--- src/rtl/recency_pkg.sv ---
// recency_pkg: shared types and helpers for the recency-list snapshot serializer.
// The header-beat state only exists when RECENCY_SNAP_HDR_EN is defined.
package recency_pkg;

`ifdef RECENCY_SNAP_HDR_EN
  typedef enum logic [1:0] {
    ST_IDLE = 2'd0,
    ST_HDR  = 2'd1,
    ST_SEND = 2'd2,
    ST_DONE = 2'd3
  } snap_state_e;
`else
  typedef enum logic [1:0] {
    ST_IDLE = 2'd0,
    ST_SEND = 2'd2,
    ST_DONE = 2'd3
  } snap_state_e;
`endif

  // Width of the saturating dropped-request counter.
  localparam int DROP_W = 8;

  // Index width for a list of 'entries' slots; never narrower than one bit.
  function automatic int idx_width(input int entries);
    return (entries > 1) ? $clog2(entries) : 1;
  endfunction

  // Population count of a (zero-extended) valid mask.
  function automatic int count_ones(input logic [63:0] mask);
    int n;
    n = 0;
    for (int i = 0; i < 64; i++) begin
      n += int'(mask[i]);
    end
    return n;
  endfunction

endpackage

--- src/rtl/recency_next_idx.sv ---
// recency_next_idx: priority encoder that finds the next valid entry index.
// With incl_cur_i set the search starts at cur_idx_i itself, otherwise just above it.
// last_o flags that no valid entry exists above the index found.
module recency_next_idx
  import recency_pkg::*;
#(
  parameter int ENTRIES = 4,
  parameter int IDX_W   = 2
) (
  input  logic [ENTRIES-1:0] valid_mask_i,
  input  logic [IDX_W-1:0]   cur_idx_i,
  input  logic               incl_cur_i,
  output logic [IDX_W-1:0]   nxt_idx_o,
  output logic               found_o,
  output logic               last_o
);

  // Scan downward so the lowest qualifying index wins, then test for anything above it.
  always_comb begin
    nxt_idx_o = '0;
    found_o   = 1'b0;
    last_o    = 1'b0;
    for (int i = ENTRIES - 1; i >= 0; i--) begin
      if (valid_mask_i[i] &&
          ((i > int'(cur_idx_i)) || (incl_cur_i && (i == int'(cur_idx_i))))) begin
        nxt_idx_o = IDX_W'(i);
        found_o   = 1'b1;
      end
    end
    if (found_o) begin
      last_o = 1'b1;
      for (int i = 0; i < ENTRIES; i++) begin
        if (valid_mask_i[i] && (i > int'(nxt_idx_o))) begin
          last_o = 1'b0;
        end
      end
    end
  end

endmodule

--- src/rtl/recency_snapshot_ser.sv ---
// recency_snapshot_ser: captures the recency tracker's entries on request and
// streams the valid ones, most recent first, as registered valid/ready beats.
// Define RECENCY_SNAP_HDR_EN to prepend a header beat carrying the valid count.
module recency_snapshot_ser
  import recency_pkg::*;
#(
  parameter int DATA_W  = 8,
  parameter int ENTRIES = 4,
  localparam int IDX_W  = idx_width(ENTRIES)
) (
  input  logic                      clk_in,
  input  logic                      reset_n_in,
  input  logic [ENTRIES*DATA_W-1:0] entry_data_in,
  input  logic [ENTRIES-1:0]        entry_valid_in,
  input  logic                      snap_req_in,
  output logic                      snap_busy_out,
  output logic                      snap_done_out,
  output logic [DATA_W-1:0]         out_data,
  output logic [IDX_W-1:0]          out_idx,
  output logic                      out_last,
  output logic                      out_valid,
  input  logic                      out_ready,
  output logic [DROP_W-1:0]         req_drop_cnt_out
);

`ifdef RECENCY_SNAP_HDR_EN
  if (DATA_W < $clog2(ENTRIES + 1)) begin : g_hdr_width_chk
    $error("DATA_W is too narrow to carry the valid-entry count in the header beat");
  end
`endif

  snap_state_e               state_q, state_d;
  logic [ENTRIES*DATA_W-1:0] shd_data_q, shd_data_d;
  logic [ENTRIES-1:0]        shd_vld_q, shd_vld_d;
  logic [DATA_W-1:0]         out_data_q, out_data_d;
  logic [IDX_W-1:0]          out_idx_q, out_idx_d;
  logic                      out_last_q, out_last_d;
  logic                      out_valid_q, out_valid_d;
  logic                      busy_q, done_q;
  logic [DROP_W-1:0]         drop_q, drop_d;

  logic [ENTRIES-1:0]        enc_mask;
  logic [IDX_W-1:0]          enc_cur;
  logic                      enc_incl;
  logic [IDX_W-1:0]          enc_idx;
  logic                      enc_found;
  logic                      enc_last;
  logic [ENTRIES*DATA_W-1:0] src_data;
  logic [DATA_W-1:0]         enc_data;

  // In IDLE the first beat is looked up in the live inputs, since the shadow
  // registers only take the captured values at the same edge.
  always_comb begin
    enc_mask = shd_vld_q;
    enc_cur  = out_idx_q;
    enc_incl = 1'b0;
    src_data = shd_data_q;
    if (state_q == ST_IDLE) begin
      enc_mask = entry_valid_in;
      enc_cur  = '0;
      enc_incl = 1'b1;
      src_data = entry_data_in;
    end
`ifdef RECENCY_SNAP_HDR_EN
    else if (state_q == ST_HDR) begin
      enc_cur  = '0;
      enc_incl = 1'b1;
    end
`endif
  end

  assign enc_data = src_data[int'(enc_idx) * DATA_W +: DATA_W];

  recency_next_idx #(
    .ENTRIES (ENTRIES),
    .IDX_W   (IDX_W)
  ) u_next_idx (
    .valid_mask_i (enc_mask),
    .cur_idx_i    (enc_cur),
    .incl_cur_i   (enc_incl),
    .nxt_idx_o    (enc_idx),
    .found_o      (enc_found),
    .last_o       (enc_last)
  );

`ifdef RECENCY_SNAP_HDR_EN
  int vld_cnt;
  assign vld_cnt = count_ones({{(64 - ENTRIES){1'b0}}, entry_valid_in});
`endif

  // Next-state and next-beat logic; output registers only move on capture or handshake.
  always_comb begin
    state_d     = state_q;
    shd_data_d  = shd_data_q;
    shd_vld_d   = shd_vld_q;
    out_data_d  = out_data_q;
    out_idx_d   = out_idx_q;
    out_last_d  = out_last_q;
    out_valid_d = out_valid_q;
    case (state_q)
      ST_IDLE: begin
        if (snap_req_in) begin
          shd_data_d = entry_data_in;
          shd_vld_d  = entry_valid_in;
`ifdef RECENCY_SNAP_HDR_EN
          state_d     = ST_HDR;
          out_valid_d = 1'b1;
          out_data_d  = DATA_W'(vld_cnt);
          out_idx_d   = '0;
          out_last_d  = (vld_cnt == 0);
`else
          if (enc_found) begin
            state_d     = ST_SEND;
            out_valid_d = 1'b1;
            out_data_d  = enc_data;
            out_idx_d   = enc_idx;
            out_last_d  = enc_last;
          end else begin
            state_d = ST_DONE;
          end
`endif
        end
      end
`ifdef RECENCY_SNAP_HDR_EN
      ST_HDR: begin
        if (out_ready) begin
          if (out_last_q) begin
            state_d     = ST_DONE;
            out_valid_d = 1'b0;
          end else begin
            state_d    = ST_SEND;
            out_data_d = enc_data;
            out_idx_d  = enc_idx;
            out_last_d = enc_last;
          end
        end
      end
`endif
      ST_SEND: begin
        if (out_ready) begin
          if (out_last_q) begin
            state_d     = ST_DONE;
            out_valid_d = 1'b0;
          end else begin
            out_data_d = enc_data;
            out_idx_d  = enc_idx;
            out_last_d = enc_last;
          end
        end
      end
      ST_DONE: begin
        state_d = ST_IDLE;
      end
      default: begin
        state_d     = ST_IDLE;
        out_valid_d = 1'b0;
      end
    endcase
  end

  // Requests arriving outside IDLE are counted, saturating at all-ones.
  always_comb begin
    drop_d = drop_q;
    if (snap_req_in && (state_q != ST_IDLE) && (drop_q != {DROP_W{1'b1}})) begin
      drop_d = drop_q + 1'b1;
    end
  end

  // Control registers: FSM, registered busy/done flags and drop counter.
  always_ff @(posedge clk_in) begin
    if (!reset_n_in) begin
      state_q     <= ST_IDLE;
      out_valid_q <= 1'b0;
      busy_q      <= 1'b0;
      done_q      <= 1'b0;
      drop_q      <= '0;
    end else begin
      state_q     <= state_d;
      out_valid_q <= out_valid_d;
      busy_q      <= (state_d != ST_IDLE);
      done_q      <= (state_d == ST_DONE);
      drop_q      <= drop_d;
    end
  end

  // Data registers: shadow copy of the list and the presented beat.
  always_ff @(posedge clk_in) begin
    if (!reset_n_in) begin
      shd_data_q <= '0;
      shd_vld_q  <= '0;
      out_data_q <= '0;
      out_idx_q  <= '0;
      out_last_q <= 1'b0;
    end else begin
      shd_data_q <= shd_data_d;
      shd_vld_q  <= shd_vld_d;
      out_data_q <= out_data_d;
      out_idx_q  <= out_idx_d;
      out_last_q <= out_last_d;
    end
  end

  assign snap_busy_out    = busy_q;
  assign snap_done_out    = done_q;
  assign out_data         = out_data_q;
  assign out_idx          = out_idx_q;
  assign out_last         = out_last_q;
  assign out_valid        = out_valid_q;
  assign req_drop_cnt_out = drop_q;

endmodule

--- config.mk ---
export PLATFORM = sky130hd
export DESIGN_NAME = recency_snapshot_ser
export DESIGN_NICKNAME = d
export VERILOG_FILES = /design/src/rtl/recency_pkg.sv /design/src/rtl/recency_next_idx.sv /design/src/rtl/recency_snapshot_ser.sv
export SDC_FILE = /design/constraint.sdc
export NUM_CORES = 1
export LEC_CHECK = 0
export CORE_ASPECT_RATIO = 0.5
export CORE_MARGIN = 5
export CORE_UTILIZATION = 30
export CTS_CLUSTER_SIZE = 12
export DETAILED_ROUTE_END_ITERATION = 8
export PLACE_DENSITY_LB_ADDON = 0.2
export SYNTH_ARGS = -nofsm -noshare
export SYNTH_HDL_FRONTEND = slang
export SYNTH_SLANG_ARGS = --single-unit
--- constraint.sdc ---
create_clock -name clk_in -period 2.3 [get_ports clk_in]
set_input_delay 0.23 -clock clk_in [delete_from_list [all_inputs] [get_ports clk_in]]
set_output_delay 0.23 -clock clk_in [all_outputs]
set_load 0.02 [all_outputs]
==> key figures <==
Run status
  – Outcome: completed

Global routing
  – Initial antenna violation count: 0
  – First-pass GRT wire length: 16200 µm
  – Largest net degree at the start of global routing: 39
  – Vias in the first global route: 2998
  – GRT Total Usage: 16.4%
  – Total gr overflow: 0

Synth
  – Avg Synthesized Cell Area: 8.10 µm²
  – Leading area contributor after synthesis: dfxtp_1
  – Top cells by area, synth: dfxtp_1, nand2_1, a21oi_1, a31oi_1, mux2_2
  – Post-synthesis net count: 418
  – Syn Inst Count: 377
  – Yosys top cell area share: 38.7%
  – Most used DFF post-synth: dfxtp_1
  – Number of synthesized flops with an enable pin: 0
  – FFs w/ async S/R, synth: 0%
  – Mapped Area: 3050 µm²
  – Ys Warns: 0
  – Synth unique cells: 60
  – Flop and latch count out of synthesis: 59
  – Seq/Total Area, Yosys: 38.7%

Layout
  – Share of layout cells above drive strength 1: 11.1%
  – # diodes: 0
  – Final instance area: 4170 µm²
  – Commonest non-fill, non-tap cell in the layout: nand2_1
  – Synth-to-Final Area Change: 36.6%
  – Fillcell total: 1057
  – Final nets: 479
  – Most frequent cells in the layout: nand2_1, clkdlybuf4s50_1, dfxtp_1

CTS
  – Post-CTS Setup Bufs: 0
  – Clock latency on the worst-skew pair: 0.33 ns
  – CTS Buf Count: 9
  – TritonCTS clock tree: built
  – CTS sink cnt: 59
  – Root buffer cell: clkbuf_16
  – Post-CTS Hold Buffers: 0
  – H-tree levels: 3
  – Clock-pin transition on the worst setup and hold timing paths: 0.05 ns
  – Clk buf depth: 2
  – Post-CTS Resized: 0

Drt
  – Top layer used by detailed routing: met4
  – Vias: 2997
  – DR iter-0 viols: 203
  – Drt drc: 0
  – Vias/cell: 5.15
  – Final wirelength: 9780 µm
  – Routed Antenna Nets: 0
  – WL met1: 5070 µm
  – 1st-pass router iterations: 5
  – Routed length on met3: 397 µm
  – Wire per inst: 16.8 µm
  – Met2 WL: 4210 µm

STA
  – Period utilization: 85.5%
  – PnR worst setup slack: 0.334 ns
  – Min cycle time layout: 1.97 ns
  – Final Hold Violating Endpoints: 0
  – Worst slew pin tran: 0.983 ns
  – Setup TNS: 0 ns
  – Final setup violation count: 0
  – RSZ-0062 raised after global routing: no
  – Slew headroom: 34.0%
  – Final hold slack: 0.452 ns
  – Worst Skew: 0.0104 ns
  – Fmax: 509 MHz
  – Slew Limit Fails: 0

Setup path
  – CP Capture Type: register
  – WS Path Type: register to register
  – CP max FO: 9
  – Slowest-stage cell, CP: nor3_1
  – Arrival time worst endpoint: 2.22 ns
  – CP Cell Sequence: nor2b_1 > nor3_1 > a221oi_1 > a31oi_1
  – Critical path startpoint category: register
  – Max incr delay on CP: 0.80 ns
  – Critical path data required time: 2.55 ns

Placed design
  – PortBufs: 61
  – HPWL after detailed placement: 6940 µm
  – Post-place setup slack: 0.126 ns
  – Post-DP Area: 3860 µm²
  – GPL Wtd Cong: 0.851

Power
  – Pwr/cell area: 738 nW/µm²
  – P_leak: 1.48 nW
  – Total Power: 3.08 mW
  – Worst vdd rail ir drop: 0.000369 V

Floorplanning
  – Die footprint: 12400 µm²
  – Core area: 10100 µm²
  – Initial core utilization: 30.3%
  – IO Pins: 62
  – Row count: 26
  – Die Y-Extent: 81.3 µm
  – Die Wd: 153 µm

Min path
  – Min-delay worst type: register to register

Job
  – Max Cap Violations: 0
==> flip-flops by register name, indices dropped and copies added, names as in the netlist <==
register          cells
shd_data_q           32
out_data              8
req_drop_cnt_out      8
shd_vld_q             3
out_idx               2
state_q               2
out_last              1
out_valid             1
snap_busy_out         1
snap_done_out         1
==> power by group <==
part | leakage (nW) | switching, mW | internal [mW]
sequential | 0.484 | 0.0495 | 1.09
clock | 0.150 | 0.448 | 0.972
combinational | 0.851 | 0.278 | 0.244
total | 1.48 | 0.775 | 2.30
==> per-stage QoR <==
step	util, %	instances
2_1_floorplan	-	377
3_3_place_gp	38.3	567
3_5_place_dp	38.3	567
4_1_cts	41.4	582
5_1_grt	41.4	582
6_report	41.4	582
==> metal layers <==
metal,up-vias,track usage (%)
li1,1496,-
met2,68,25.1
met5,-,0
met3,12,4.90
met1,1421,22.7
met4,0,4.36
==> critical path: cells and delay by family, from the launching register on <==
kind / cells / cell delay, ns
AOI/OAI and AO/OA: 2 / 0.44
and+or+nand+nor: 2 / 0.89
DFF: 1 / 0.57
==> final timing paths <==
check / start / slack (ns) / cells past startpoint / to
min: shd_data_q[4] / 0.45 / 2 / shd_data_q[4]
max: out_idx[0] / 0.33 / 4 / out_data[3]
min reg2reg: shd_data_q[4] / 0.45 / 2 / shd_data_q[4]
max reg2reg: out_idx[0] / 0.33 / 4 / out_data[3]
==> cells by family after synthesis <==
kind of cell / count (synthesis) / synth area share (%)
and+or+nand+nor: 145 / 24.3
adders and majority gates: 2 / 0.738
muxes: 9 / 3.28
buffers and inverters: 35 / 5.16
DFF: 59 / 38.7
xor gates and xnor gates: 5 / 1.43
AOI/OAI and AO/OA: 122 / 26.4
==> area by class of cell <==
cell class	instances	area (µm²)	share of cell area (%)
multi-input cells	283	1720	41.2
clock inverters	2	60.1	1.44
flip-flops and latches	59	1180	28.3
clock buffers	13	250	6.00
inverters	5	18.8	0.450
repair buffers	80	766	18.4
well taps	140	175	4.20
==> cell usage after synthesis, types with 2 or more instances <==
library cell / count
clkbuf_1: 18
o221ai_1: 2
a32oi_1: 2
buf_6: 2
buf_1: 3
nor4_1: 2
nor3b_1: 2
o21bai_1: 2
a31oi_1: 16
and3_1: 8
a22o_1: 7
a211oi_1: 5
or4_1: 3
nand3b_1: 8
nand2b_1: 10
inv_1: 5
nand3_1: 2
nand2_1: 76
a21oi_1: 53
a221oi_1: 8
nor2b_1: 3
o21ai_0: 9
a22oi_1: 2
xnor2_1: 5
a2111oi_0: 2
buf_2: 6
nor2_1: 17
nor3b_2: 2
mux2_2: 8
dfxtp_1: 59
Note: power is estimated with default switching activity, not from simulation.
